===== config.mk =====
export PLATFORM = sky130hd
export DESIGN_NAME = stage_mem
export DESIGN_NICKNAME = d
export VERILOG_FILES = /design/src/rtl/mips_pkg.sv /design/src/rtl/dmem_port_fsm.sv /design/src/rtl/stage_mem.sv
export SDC_FILE = /design/constraint.sdc
export NUM_CORES = 1
export LEC_CHECK = 0
export ABC_CLOCK_PERIOD_IN_PS = 5200
export CAP_MARGIN = 10
export CORE_AREA = 2 2 126 128
export CTS_CLUSTER_DIAMETER = 60
export CTS_CLUSTER_SIZE = 12
export DETAILED_ROUTE_END_ITERATION = 10
export DIE_AREA = 0 0 128 130
export SLEW_MARGIN = 25
export SYNTH_ARGS = -nofsm -noshare
export SYNTH_HDL_FRONTEND = slang
export SYNTH_SLANG_ARGS = --single-unit

===== constraint.sdc =====
create_clock -name clock -period 5.2 [get_ports clock]
set_input_delay 0.52 -clock clock [delete_from_list [all_inputs] [get_ports clock]]
set_output_delay 0.52 -clock clock [all_outputs]
set_load 0.1 [all_outputs]

===== src/rtl/mips_pkg.sv =====
// mips_pkg
//   Shared definitions for the MEM pipeline stage: WB control bit positions,
//   the data-memory port FSM state encoding and the MEM/WB bubble values.
package mips_pkg;

   // Bit positions inside the 2-bit WB control field
   localparam int WB_REGW    = 1;   // register write enable
   localparam int WB_MEM2REG = 0;   // write-back source is memory (load)

   // Data-memory port FSM
   typedef enum logic {
      S_IDLE = 1'b0,
      S_WAIT = 1'b1
   } mem_state_t;

   // Values loaded into MEM/WB when a bubble is inserted
   localparam logic [1:0]  BUBBLE_WB   = 2'b00;
   localparam logic [31:0] BUBBLE_WORD = 32'h0000_0000;
   localparam logic [4:0]  BUBBLE_REG  = 5'd0;

endpackage


===== src/rtl/dmem_port_fsm.sv =====
// dmem_port_fsm
//   Request/acknowledge sequencer for the data-memory port. Holds the pipe
//   while an access is outstanding and abandons it after TIMEOUT wait cycles.
// Ports
//   clock, reset   rising-edge clock, synchronous active-high reset
//   i_mem_op       current EX/MEM slot needs a memory access
//   i_ack          memory completed the access this cycle
//   o_req          memory request
//   o_stall        hold the upstream pipeline this cycle
//   o_timeout      this edge abandons the access (MEM/WB must take a bubble)
//   o_err          sticky flag: some access timed out
module dmem_port_fsm
   import mips_pkg::*;
#(
   parameter int TIMEOUT = 15
) (
   input  logic clock,
   input  logic reset,
   input  logic i_mem_op,
   input  logic i_ack,
   output logic o_req,
   output logic o_stall,
   output logic o_timeout,
   output logic o_err
);

   localparam logic [7:0] LIMIT = 8'(TIMEOUT);

   mem_state_t r_state;
   mem_state_t w_state_next;
   logic [7:0] r_cnt;
   logic       r_err;
   logic       w_at_limit;

   assign w_at_limit = (r_state == S_WAIT) && (r_cnt == LIMIT);

   // State register, wait counter and sticky error flag
   always_ff @(posedge clock) begin
      if (reset) begin
         r_state <= S_IDLE;
         r_cnt   <= 8'd0;
         r_err   <= 1'b0;
      end else begin
         r_state <= w_state_next;
         if (r_state == S_IDLE) begin
            if (i_mem_op && !i_ack)
               r_cnt <= 8'd1;
         end else if (!i_ack) begin
            if (w_at_limit)
               r_err <= 1'b1;
            else
               r_cnt <= r_cnt + 8'd1;
         end
      end
   end

   // Next-state logic
   always_comb begin
      w_state_next = r_state;
      case (r_state)
         S_IDLE:  if (i_mem_op && !i_ack) w_state_next = S_WAIT;
         S_WAIT:  if (i_ack || w_at_limit) w_state_next = S_IDLE;
         default: w_state_next = S_IDLE;
      endcase
   end

   // Outputs; the request is suppressed during reset even when caught mid-WAIT
   always_comb begin
      o_req = 1'b0;
      case (r_state)
         S_IDLE:  o_req = i_mem_op;
         S_WAIT:  o_req = 1'b1;
         default: o_req = 1'b0;
      endcase
      if (reset)
         o_req = 1'b0;
      o_stall   = i_mem_op && !i_ack && !w_at_limit;
      o_timeout = w_at_limit && !i_ack;
      o_err     = r_err;
   end

endmodule


===== src/rtl/stage_mem.sv =====
// stage_mem
//   MEM pipeline stage. Resolves branches/jumps for IF, drives the data-memory
//   port (through dmem_port_fsm) for loads/stores, stalls while memory is busy,
//   and registers the MEM/WB pipeline register.
// Ports
//   clock, reset                     clock, synchronous active-high reset
//   nop_i, wbi, M, alu_in,           EX/MEM register contents
//   store_data, regaddr, is_jump,
//   branch_eq, branch_inc, zero,
//   jump_address
//   dmem_req/we/addr/wdata           data-memory request side
//   dmem_rdata/ack                   data-memory response side
//   pc_src_o, pc_target_o, flush_o   branch resolution toward IF
//   stall_o                          hold PC, IF/ID, ID/EX, EX/MEM
//   fwd_mem_o                        MEM-stage forwarding value to EX
//   wb_o, mem_data_o, alu_out_o,     MEM/WB register
//   regaddr_o, nop_o
//   err_o                            sticky memory-timeout flag
module stage_mem
   import mips_pkg::*;
#(
   parameter int ADDR_W  = 10,
   parameter int TIMEOUT = 15
) (
   input  logic              clock,
   input  logic              reset,
   input  logic              nop_i,
   input  logic [1:0]        wbi,
   input  logic              M,
   input  logic [31:0]       alu_in,
   input  logic [31:0]       store_data,
   input  logic [4:0]        regaddr,
   input  logic              is_jump,
   input  logic              branch_eq,
   input  logic              branch_inc,
   input  logic              zero,
   input  logic [31:0]       jump_address,
   output logic              dmem_req,
   output logic              dmem_we,
   output logic [ADDR_W-1:0] dmem_addr,
   output logic [31:0]       dmem_wdata,
   input  logic [31:0]       dmem_rdata,
   input  logic              dmem_ack,
   output logic              pc_src_o,
   output logic [31:0]       pc_target_o,
   output logic              flush_o,
   output logic              stall_o,
   output logic [31:0]       fwd_mem_o,
   output logic [1:0]        wb_o,
   output logic [31:0]       mem_data_o,
   output logic [31:0]       alu_out_o,
   output logic [4:0]        regaddr_o,
   output logic              nop_o,
   output logic              err_o
);

   logic w_mem_op;
   logic w_load;
   logic w_stall;
   logic w_timeout;

   // Store wins if both M and mem-to-reg are set, so a load requires !M
   assign w_mem_op = !nop_i && (M || wbi[WB_MEM2REG]);
   assign w_load   = !nop_i && wbi[WB_MEM2REG] && !M;

   dmem_port_fsm #(
      .TIMEOUT (TIMEOUT)
   ) u_port (
      .clock     (clock),
      .reset     (reset),
      .i_mem_op  (w_mem_op),
      .i_ack     (dmem_ack),
      .o_req     (dmem_req),
      .o_stall   (w_stall),
      .o_timeout (w_timeout),
      .o_err     (err_o)
   );

   // Word access: the byte offset bits of the address are dropped
   assign dmem_we     = M;
   assign dmem_addr   = alu_in[ADDR_W+1:2];
   assign dmem_wdata  = store_data;

   assign pc_src_o    = !nop_i && (is_jump || (branch_eq && zero) || (branch_inc && !zero));
   assign pc_target_o = jump_address;
   assign flush_o     = pc_src_o;
   assign stall_o     = w_stall;
   assign fwd_mem_o   = alu_in;

   // MEM/WB register; stalls and abandoned accesses both leave a bubble
   always_ff @(posedge clock) begin
      if (reset || w_stall || w_timeout) begin
         wb_o       <= BUBBLE_WB;
         mem_data_o <= BUBBLE_WORD;
         alu_out_o  <= BUBBLE_WORD;
         regaddr_o  <= BUBBLE_REG;
         nop_o      <= 1'b1;
      end else begin
         wb_o       <= wbi;
         mem_data_o <= (w_load && dmem_ack) ? dmem_rdata : BUBBLE_WORD;
         alu_out_o  <= alu_in;
         regaddr_o  <= regaddr;
         nop_o      <= nop_i;
      end
   end

endmodule

==> metrics.txt, run 1 <==
# TYPE chip_impl_metric gauge
chip_impl_metric{name="post_synth_xor_area_fraction",unit=""} 0.00508
chip_impl_metric{name="grt.met2_usage",unit=""} 0.212
chip_impl_metric{name="worstPathRequired",unit="ps"} 4680
chip_impl_metric{name="yosysTopAreaCellShare",unit=""} 0.476
chip_impl_metric{name="max_cap_viol_count",unit=""} 0
chip_impl_info{name="tritoncts_clock_tree",value="done"} 1
chip_impl_metric{name="worst_slack",unit="ps"} 1830
chip_impl_metric{name="mappedNetlistNets",unit=""} 469
chip_impl_metric{name="synthCells",unit=""} 324
chip_impl_metric{name="ys_seq_elements",unit=""} 82
chip_impl_metric{name="postCtsResizedCells",unit=""} 0
chip_impl_metric{name="multi_input_gate_area_in_the_final_layout",unit="sq um"} 935
chip_impl_metric{name="slew_violations",unit=""} 0
chip_impl_metric{name="leakage",unit="nW"} 2.00
chip_impl_metric{name="final_cell_area",unit="sq mm"} 0.00516
chip_impl_info{name="path_class",value="input pin to primary output"} 1
chip_impl_metric{name="wirelength",unit="mm"} 10.3
chip_impl_metric{name="timing_worst_slew_pin_value",unit="ps"} 1060
chip_impl_metric{name="mappedNetlistArea",unit="sq mm"} 0.00345
chip_impl_metric{name="syn_area_per_cell",unit="sq um"} 10.6
chip_impl_info{name="holdCritPathClass",value="flip-flop to flip-flop"} 1
chip_impl_metric{name="hpwl",unit="mm"} 8.49
chip_impl_info{name="synth.most_common_cell",value="sky130_fd_sc_hd__buf_4"} 1
chip_impl_info{name="critical_path.startpoint_type",value="input pin"} 1
chip_impl_metric{name="synth_seq_area_share",unit=""} 0.476
chip_impl_metric{name="synth-async-reset-ratio",unit=""} 0
chip_impl_metric{name="fin_setup_tns",unit="ps"} 0
chip_impl_metric{name="die_area",unit="sq mm"} 0.0166
chip_impl_metric{name="slew-limit-headroom",unit=""} 0.294
chip_impl_metric{name="antenna_cells",unit=""} 0
chip_impl_metric{name="setup_violations",unit=""} 0
chip_impl_metric{name="dp_slack",unit="ps"} 1780
chip_impl_info{name="synth_area_leader_cell",value="sky130_fd_sc_hd__dfxtp_1"} 1
chip_impl_metric{name="synthDistinctLibCells",unit=""} 40
chip_impl_metric{name="clk_latency",unit="ps"} 340
chip_impl_metric{name="cts_max_path_buffers",unit=""} 2
chip_impl_metric{name="design.core.area",unit="sq mm"} 0.0154
chip_impl_metric{name="drt_drc_violations_left",unit=""} 0
chip_impl_metric{name="holdPathStages",unit=""} 2
chip_impl_metric{name="synth.area.mux_share",unit=""} 0
chip_impl_metric{name="starting_utilization_of_the_core_area",unit=""} 0.224
chip_impl_metric{name="whs",unit="ps"} 479
chip_impl_info{name="synth.area.top_cells",value="sky130_fd_sc_hd__dfxtp_1 (48%), sky130_fd_sc_hd__buf_4 (24%), sky130_fd_sc_hd__and2_4 (9.9%), sky130_fd_sc_hd__and2_1 (6.0%), sky130_fd_sc_hd__buf_6 (1.3%)"} 1
chip_impl_info{name="synth.top_cells.by_count",value="sky130_fd_sc_hd__buf_4 (108), sky130_fd_sc_hd__dfxtp_1 (82), sky130_fd_sc_hd__and2_4 (39), sky130_fd_sc_hd__and2_1 (33), sky130_fd_sc_hd__nor2_1 (5)"} 1
chip_impl_metric{name="syn_to_final_growth",unit="%"} 49.7
chip_impl_metric{name="fmax",unit="MHz"} 296
chip_impl_metric{name="postPlaceCellArea",unit="sq mm"} 0.00483
chip_impl_metric{name="clock_skew",unit="ps"} 7.01
chip_impl_info{name="yosys_most_used_dff",value="sky130_fd_sc_hd__dfxtp_1"} 1
chip_impl_info{name="timing.critical_path.to_type",value="primary output"} 1
chip_impl_metric{name="pin_count_of_the_biggest_net_entering_global_routing",unit=""} 41
chip_impl_metric{name="synth-adder-area-share",unit=""} 0.00363
chip_impl_metric{name="design_power_total",unit="mW"} 1.79
chip_impl_metric{name="min_period_over_period",unit=""} 0.649
chip_impl_metric{name="layout.area.seq",unit="sq mm"} 0.00164
chip_impl_metric{name="clock_sink_count",unit=""} 82
chip_impl_metric{name="cp_data_arrival_time",unit="ps"} 2850
chip_impl_metric{name="post_cts.repair.setup_buffers",unit=""} 0
chip_impl_metric{name="number_of_antenna_violations_at_the_first_check_in_global_routing",unit=""} 0
chip_impl_info{name="unrepaired_setup_endpoints_after_global_routing",value="no"} 1
chip_impl_info{name="grt-busiest-layer",value="met2"} 1
chip_impl_metric{name="rows",unit=""} 46
chip_impl_info{name="status",value="finished, final reports clean"} 1
chip_impl_info{name="main_combinational_cell_family_by_area_after_synthesis",value="buffers and inverters"} 1
chip_impl_info{name="root_buffer",value="sky130_fd_sc_hd__clkbuf_16"} 1
chip_impl_metric{name="port_buffers",unit=""} 199
chip_impl_metric{name="grt_pass1_wl",unit="mm"} 14.1
chip_impl_metric{name="die-height",unit="um"} 130
chip_impl_metric{name="power_density",unit="mW/mm^2"} 348
chip_impl_metric{name="final_period_minus_worst_setup_slack",unit="ps"} 3370
chip_impl_metric{name="cts_max_level",unit=""} 3
chip_impl_metric{name="timing.reg2reg.worst_path_depth",unit=""} 5
chip_impl_metric{name="gpl.final_weighted_congestion",unit=""} 0.742
chip_impl_metric{name="avgViaCountPerCell",unit=""} 3.80
chip_impl_metric{name="cts-buffers-inserted",unit=""} 9
chip_impl_metric{name="grt_remaining_overflow",unit=""} 0
chip_impl_metric{name="largest_fanout_on_the_critical_path",unit=""} 5
chip_impl_metric{name="synth_edf_count",unit=""} 0
chip_impl_metric{name="grt_use_total",unit=""} 0.118
chip_impl_metric{name="holdBufCountCts",unit=""} 0
chip_impl_metric{name="detail-route-antenna-nets",unit=""} 0
chip_impl_metric{name="worst_setup_hold_path_clk_slew",unit="ps"} 60
chip_impl_metric{name="drive_above_1_share",unit=""} 0.153
chip_impl_metric{name="nets",unit=""} 564
chip_impl_metric{name="synthesis.yosys.warnings",unit=""} 0
chip_impl_metric{name="hold_violations",unit=""} 0
chip_impl_metric{name="globalRouteMet1Util",unit=""} 0.104
chip_impl_metric{name="ir_worst_vdd",unit="mV"} 0.186
chip_impl_metric{name="synth_simple_gate_area_frac",unit=""} 0.202
chip_impl_metric{name="n_fill_cell",unit=""} 1543
chip_impl_metric{name="routed-via-count",unit=""} 2342
chip_impl_metric{name="grt_use_met3",unit=""} 0.0767
chip_impl_metric{name="dr.pass1.iters",unit=""} 4
chip_impl_metric{name="initialDrtViolationCount",unit=""} 124
chip_impl_metric{name="total_i_o_pin_count",unit=""} 328
chip_impl_metric{name="drt-wirelength-per-cell",unit="um"} 16.7
chip_impl_metric{name="first_global_vias",unit=""} 2255
chip_impl_metric{name="compound_gate_fraction_of_synth_area",unit=""} 0.0566
chip_impl_metric{name="floorplan.die.width",unit="um"} 128
[metal layers]
| metal | part of all wire | wire length [um] | vias to the layer above |
|---|---|---|---|
| li1 | - | - | 1118 |
| met1 | 0.30 | 3120 | 1026 |
| met2 | 0.53 | 5500 | 183 |
| met3 | 0.15 | 1500 | 15 |
| met4 | 0.019 | 191 | 0 |
| met5 | 0 | 0 | - |
[metrics by stage]
stage,utilization,cells
floorplan,-,324
global placement,0.313,599
detailed placement,0.313,599
CTS,0.333,615
global route,0.335,616
finish,0.335,616
[final timing paths]
check,from,end,slack [ps]
max,nop_i,dmem_req,1830
min,u_port.o_err,u_port.o_err,480
max reg2reg,u_port.r_cnt[0],u_port.r_cnt[5],3210
min reg2reg,u_port.o_err,u_port.o_err,480
[sequential cells by signal, indices dropped and copies added (netlist names)]
| signal | flops |
|---|---|
| alu_out_o | 32 |
| mem_data_o | 32 |
| nop_o | 1 |
| regaddr_o | 5 |
| u_port.o_err | 1 |
| u_port.r_cnt | 8 |
| u_port.r_state | 1 |
| wb_o | 2 |
[worst max-delay path, stage by stage]
cell,delay [ps]
sky130_fd_sc_hd__clkdlybuf4s50_1,500
sky130_fd_sc_hd__o21bai_1,270
sky130_fd_sc_hd__and2_1,240
sky130_fd_sc_hd__nor2_1,140
sky130_fd_sc_hd__clkdlybuf4s50_1,1170
[report_power, final]
| part | total, mW | switching, mW | internal, mW |
|---|---|---|---|
| Combinational | 0.485 | 0.341 | 0.143 |
| Clock | 0.655 | 0.266 | 0.389 |
| Sequential | 0.655 | 0.00574 | 0.649 |
| Total | 1.79 | 0.613 | 1.18 |
[area by class of cell]
| type | count | area share |
|---|---|---|
| repair buffers | 201 | 0.393 |
| flip-flops and latches | 82 | 0.318 |
| multi-input cells | 122 | 0.181 |
| well taps | 192 | 0.0465 |
| clock buffers | 10 | 0.0463 |
| clock inverters | 6 | 0.0133 |
| inverters | 3 | 0.00218 |
[logic make-up after synthesis]
| family | count (synthesis) |
|---|---|
| xor gates and xnor gates | 2 |
| adders and majority gates | 1 |
| AOI/OAI and AO/OA | 21 |
| buffers and inverters | 120 |
| and+or+nand+nor | 98 |
| DFF | 82 |
[cells in the final DEF, fill, tap and decap left out, types with 2 or more instances in the layout]
cell type,instances
sky130_fd_sc_hd__nor4_1,2
sky130_fd_sc_hd__nor2_1,5
sky130_fd_sc_hd__and2_4,39
sky130_fd_sc_hd__clkdlybuf4s50_1,199
sky130_fd_sc_hd__o211a_1,2
sky130_fd_sc_hd__xnor2_1,2
sky130_fd_sc_hd__nand2b_1,2
sky130_fd_sc_hd__nand3_1,3
sky130_fd_sc_hd__a22o_1,3
sky130_fd_sc_hd__and2_1,33
sky130_fd_sc_hd__dfxtp_1,82
sky130_fd_sc_hd__inv_6,3
sky130_fd_sc_hd__inv_1,3
sky130_fd_sc_hd__nor3_1,3
sky130_fd_sc_hd__nand2_1,4
sky130_fd_sc_hd__clkbuf_16,9
Power figures use the tool's default switching activity.
==> inputs of run 2 (changes only) <==
--- a/config.mk
+++ b/config.mk
@@ -5,13 +5,13 @@
 export SDC_FILE = /design/constraint.sdc
 export NUM_CORES = 1
 export LEC_CHECK = 0
-export ABC_CLOCK_PERIOD_IN_PS = 5200
+export ABC_CLOCK_PERIOD_IN_PS = 2800
 export CAP_MARGIN = 10
-export CORE_AREA = 2 2 126 128
+export CORE_AREA = 2 2 127 129
 export CTS_CLUSTER_DIAMETER = 60
 export CTS_CLUSTER_SIZE = 12
 export DETAILED_ROUTE_END_ITERATION = 10
-export DIE_AREA = 0 0 128 130
+export DIE_AREA = 0 0 129 131
 export SLEW_MARGIN = 25
 export SYNTH_ARGS = -nofsm -noshare
 export SYNTH_HDL_FRONTEND = slang
==> constraint.sdc (replaced) <==
create_clock -name clock -period 2.8 [get_ports clock]
set_input_delay 0.28 -clock clock [delete_from_list [all_inputs] [get_ports clock]]
set_output_delay 0.28 -clock clock [all_outputs]
set_load 0.1 [all_outputs]
==> run 2 against run 1 <==
Final cell count is 3.9% higher; power is 85% higher; clock-buffer cell count stayed put; non-clock buffer count stayed put; die area is 1.6% higher; worst setup slack worse by 1200 ps; sequential share of layout area is 1.7 points higher; sequential power is 86% higher; first-iteration DRC count is 68% lower; design area is 5.0% lower; register-to-register slack worse by 2400 ps; highest routed layer is now met5.
==> metrics.txt, run 2 (synthesis gave the netlist of run 1 again) <==
# TYPE chip_impl_metric gauge
chip_impl_metric{name="largest_fanout_on_the_critical_path",unit=""} 7
chip_impl_metric{name="hold_violations",unit=""} 0
chip_impl_metric{name="timing_worst_slew_pin_value",unit="ps"} 753
chip_impl_metric{name="fmax",unit="MHz"} 467
chip_impl_metric{name="die-height",unit="um"} 131
chip_impl_metric{name="design.core.area",unit="sq mm"} 0.0156
chip_impl_metric{name="worstPathRequired",unit="ps"} 2520
chip_impl_info{name="status",value="finished, final reports clean"} 1
chip_impl_metric{name="placed_cells_incl_taps",unit=""} 624
chip_impl_metric{name="cts_max_level",unit=""} 3
chip_impl_info{name="unrepaired_setup_endpoints_after_global_routing",value="no"} 1
chip_impl_metric{name="min_period_over_period",unit=""} 0.765
chip_impl_metric{name="drive_above_1_share",unit=""} 0.439
chip_impl_metric{name="holdPathStages",unit=""} 2
chip_impl_metric{name="total_i_o_pin_count",unit=""} 328
chip_impl_metric{name="final_cell_area",unit="sq mm"} 0.00490
chip_impl_metric{name="total_switching_power",unit="mW"} 1.14
chip_impl_metric{name="seq_power_share",unit=""} 0.367
chip_impl_metric{name="power_density",unit="mW/mm^2"} 675
chip_impl_metric{name="pin_count_of_the_biggest_net_entering_global_routing",unit=""} 41
chip_impl_info{name="crit_path_cell_trace",value="or4_4 -> nor3_4 -> nor3_2 -> buf_12"} 1
chip_impl_metric{name="p_clk_frac",unit=""} 0.368
chip_impl_info{name="hold_path_end",value="mem_data_o[21]"} 1
chip_impl_metric{name="number_of_antenna_violations_at_the_first_check_in_global_routing",unit=""} 1
chip_impl_metric{name="cts-buffers-inserted",unit=""} 9
chip_impl_metric{name="postPlaceCellArea",unit="sq mm"} 0.00459
chip_impl_info{name="holdCritPathClass",value="input pin to flip-flop"} 1
chip_impl_metric{name="gpl.final_weighted_congestion",unit=""} 0.784
chip_impl_metric{name="routed-via-count",unit=""} 2380
chip_impl_metric{name="rows",unit=""} 46
chip_impl_metric{name="grt_use_total",unit=""} 0.111
chip_impl_metric{name="dr.pass1.iters",unit=""} 4
chip_impl_metric{name="wirelength",unit="mm"} 10.5
chip_impl_metric{name="swShare",unit=""} 0.344
chip_impl_info{name="cpMaxStageDelayCell",value="sky130_fd_sc_hd__or4_4"} 1
chip_impl_metric{name="grt_pass1_wl",unit="mm"} 13.4
chip_impl_metric{name="ff2ff_setup_slack",unit="ps"} 840
chip_impl_info{name="path_class",value="flip-flop to primary output"} 1
chip_impl_metric{name="clock_skew",unit="ps"} 8.18
chip_impl_metric{name="fin_setup_tns",unit="ps"} 0
chip_impl_metric{name="detail-route-antenna-nets",unit=""} 0
chip_impl_metric{name="internal_power",unit="mW"} 2.17
chip_impl_info{name="final_common_cell",value="sky130_fd_sc_hd__buf_4"} 1
chip_impl_info{name="reg_top3",value="alu_out_o (32), mem_data_o (32), u_port.r_cnt (8)"} 1
chip_impl_metric{name="starting_utilization_of_the_core_area",unit=""} 0.221
chip_impl_metric{name="first_global_vias",unit=""} 2129
chip_impl_info{name="tritoncts_clock_tree",value="done"} 1
chip_impl_info{name="critical_path.startpoint_type",value="flip-flop"} 1
chip_impl_metric{name="grt_remaining_overflow",unit=""} 0
chip_impl_info{name="reg2reg_from",value="u_port.r_cnt[0]"} 1
chip_impl_metric{name="slew-limit-headroom",unit=""} 0.497
chip_impl_metric{name="ir_worst_vdd",unit="mV"} 0.253
chip_impl_info{name="worst_hold_startpoint",value="dmem_rdata[21]"} 1
chip_impl_metric{name="setup_violations",unit=""} 0
chip_impl_info{name="reg2reg_to",value="u_port.r_cnt[5]"} 1
chip_impl_metric{name="initialDrtViolationCount",unit=""} 40
chip_impl_metric{name="die_area",unit="sq mm"} 0.0169
chip_impl_metric{name="final_cell_count_no_fill",unit=""} 640
chip_impl_metric{name="combinationalPowerShare",unit=""} 0.265
chip_impl_metric{name="holdBufCountCts",unit=""} 0
chip_impl_metric{name="timing.reg2reg.worst_path_depth",unit=""} 5
chip_impl_metric{name="crit_path_max_incr_delay",unit="ps"} 590
chip_impl_info{name="timing.critical_path.to_type",value="primary output"} 1
chip_impl_metric{name="cts_max_path_buffers",unit=""} 2
chip_impl_metric{name="postCtsResizedCells",unit=""} 0
chip_impl_metric{name="utilization",unit=""} 0.314
chip_impl_metric{name="clock_sink_count",unit=""} 82
chip_impl_metric{name="drt-wirelength-per-cell",unit="um"} 16.4
chip_impl_metric{name="post_cts.repair.setup_buffers",unit=""} 0
chip_impl_metric{name="max_cap_viol_count",unit=""} 0
chip_impl_metric{name="nets",unit=""} 564
chip_impl_metric{name="worst_setup_hold_path_clk_slew",unit="ps"} 60
chip_impl_metric{name="port_buffers",unit=""} 199
chip_impl_metric{name="clk_latency",unit="ps"} 330
chip_impl_metric{name="hpwl",unit="mm"} 8.74
chip_impl_metric{name="drt_drc_violations_left",unit=""} 0
chip_impl_info{name="layout.cells.most_common_list",value="sky130_fd_sc_hd__buf_4 (120), sky130_fd_sc_hd__dfxtp_1 (82), sky130_fd_sc_hd__clkdlybuf4s50_1 (79)"} 1
chip_impl_info{name="root_buffer",value="sky130_fd_sc_hd__clkbuf_16"} 1
chip_impl_metric{name="floorplan.die.width",unit="um"} 129
chip_impl_metric{name="slew_violations",unit=""} 0
chip_impl_metric{name="cp_data_arrival_time",unit="ps"} 1860
chip_impl_metric{name="syn_to_final_growth",unit="%"} 42.2
chip_impl_metric{name="leakage",unit="nW"} 2.17
chip_impl_metric{name="final_period_minus_worst_setup_slack",unit="ps"} 2140
chip_impl_metric{name="avgViaCountPerCell",unit=""} 3.72
chip_impl_metric{name="antenna_cells",unit=""} 0
run 2: cell count changes in the layout (fill, tap and decap cells not counted):
cell / change
sky130_fd_sc_hd__clkdlybuf4s50_1: -120
sky130_fd_sc_hd__buf_4: +119
sky130_fd_sc_hd__buf_12: +2
sky130_fd_sc_hd__buf_16: -1
sky130_fd_sc_hd__inv_6: -1
sky130_fd_sc_hd__inv_8: +1
sky130_fd_sc_hd__nor3_1: -1
sky130_fd_sc_hd__nor3_2: +1
run 2: area by class of cell:
cell class / count / area (sq um)
tap: 216 / 270
multi-input combinational: 122 / 940
inverter: 3 / 11.3
clock buffer: 10 / 239
clock inverter: 6 / 71.3
fill: 1593 / 10700
sequential: 82 / 1640
timing repair buffer: 201 / 1730
run 2: power by group through the flow:
stage	combinational (mW)	sequential [mW]	clock (mW)
after CTS	0.885	1.22	1.26
after detailed placement	0.884	1.24	0
after global placement	0.880	1.24	0
final	0.878	1.22	1.22
after global routing	0.903	1.22	1.31
after floorplan	0.835	1.51	0
run 2: how the worst max path moves through the flow:
stage	from	cells after the start	end	slack, ps
after floorplan	branch_inc	4	pc_src_o	310
after global placement	nop_i	5	u_port.r_cnt[5]	650
after detailed placement	M	6	alu_out_o[27]	520
after global routing	u_port.r_cnt[4]	4	stall_o	570
after CTS	u_port.r_cnt[4]	4	stall_o	630
final	u_port.r_cnt[4]	4	stall_o	660
run 2: stage by stage:
stage	hold slack [ps]	total power, mW	setup slack [ps]
2_1_floorplan	381	2.35	309
3_3_place_gp	490	2.12	650
3_5_place_dp	495	2.13	524
4_1_cts	484	3.37	632
5_1_grt	485	3.44	573
6_report	498	3.31	658
run 2: layer usage:
metal | GRT usage | wire length, um | up-vias
met5 | 0 | 13 | -
met1 | 0.0884 | 2960 | 1034
met3 | 0.0749 | 1630 | 22
li1 | - | - | 1121
met4 | 0.0428 | 197 | 2
met2 | 0.212 | 5720 | 201
run 2: worst max-delay path: cells and delay by family, from the launching register on:
kind          cells  cell delay (ps)
buf+inv           1              190
flops             1              380
simple gates      3              960
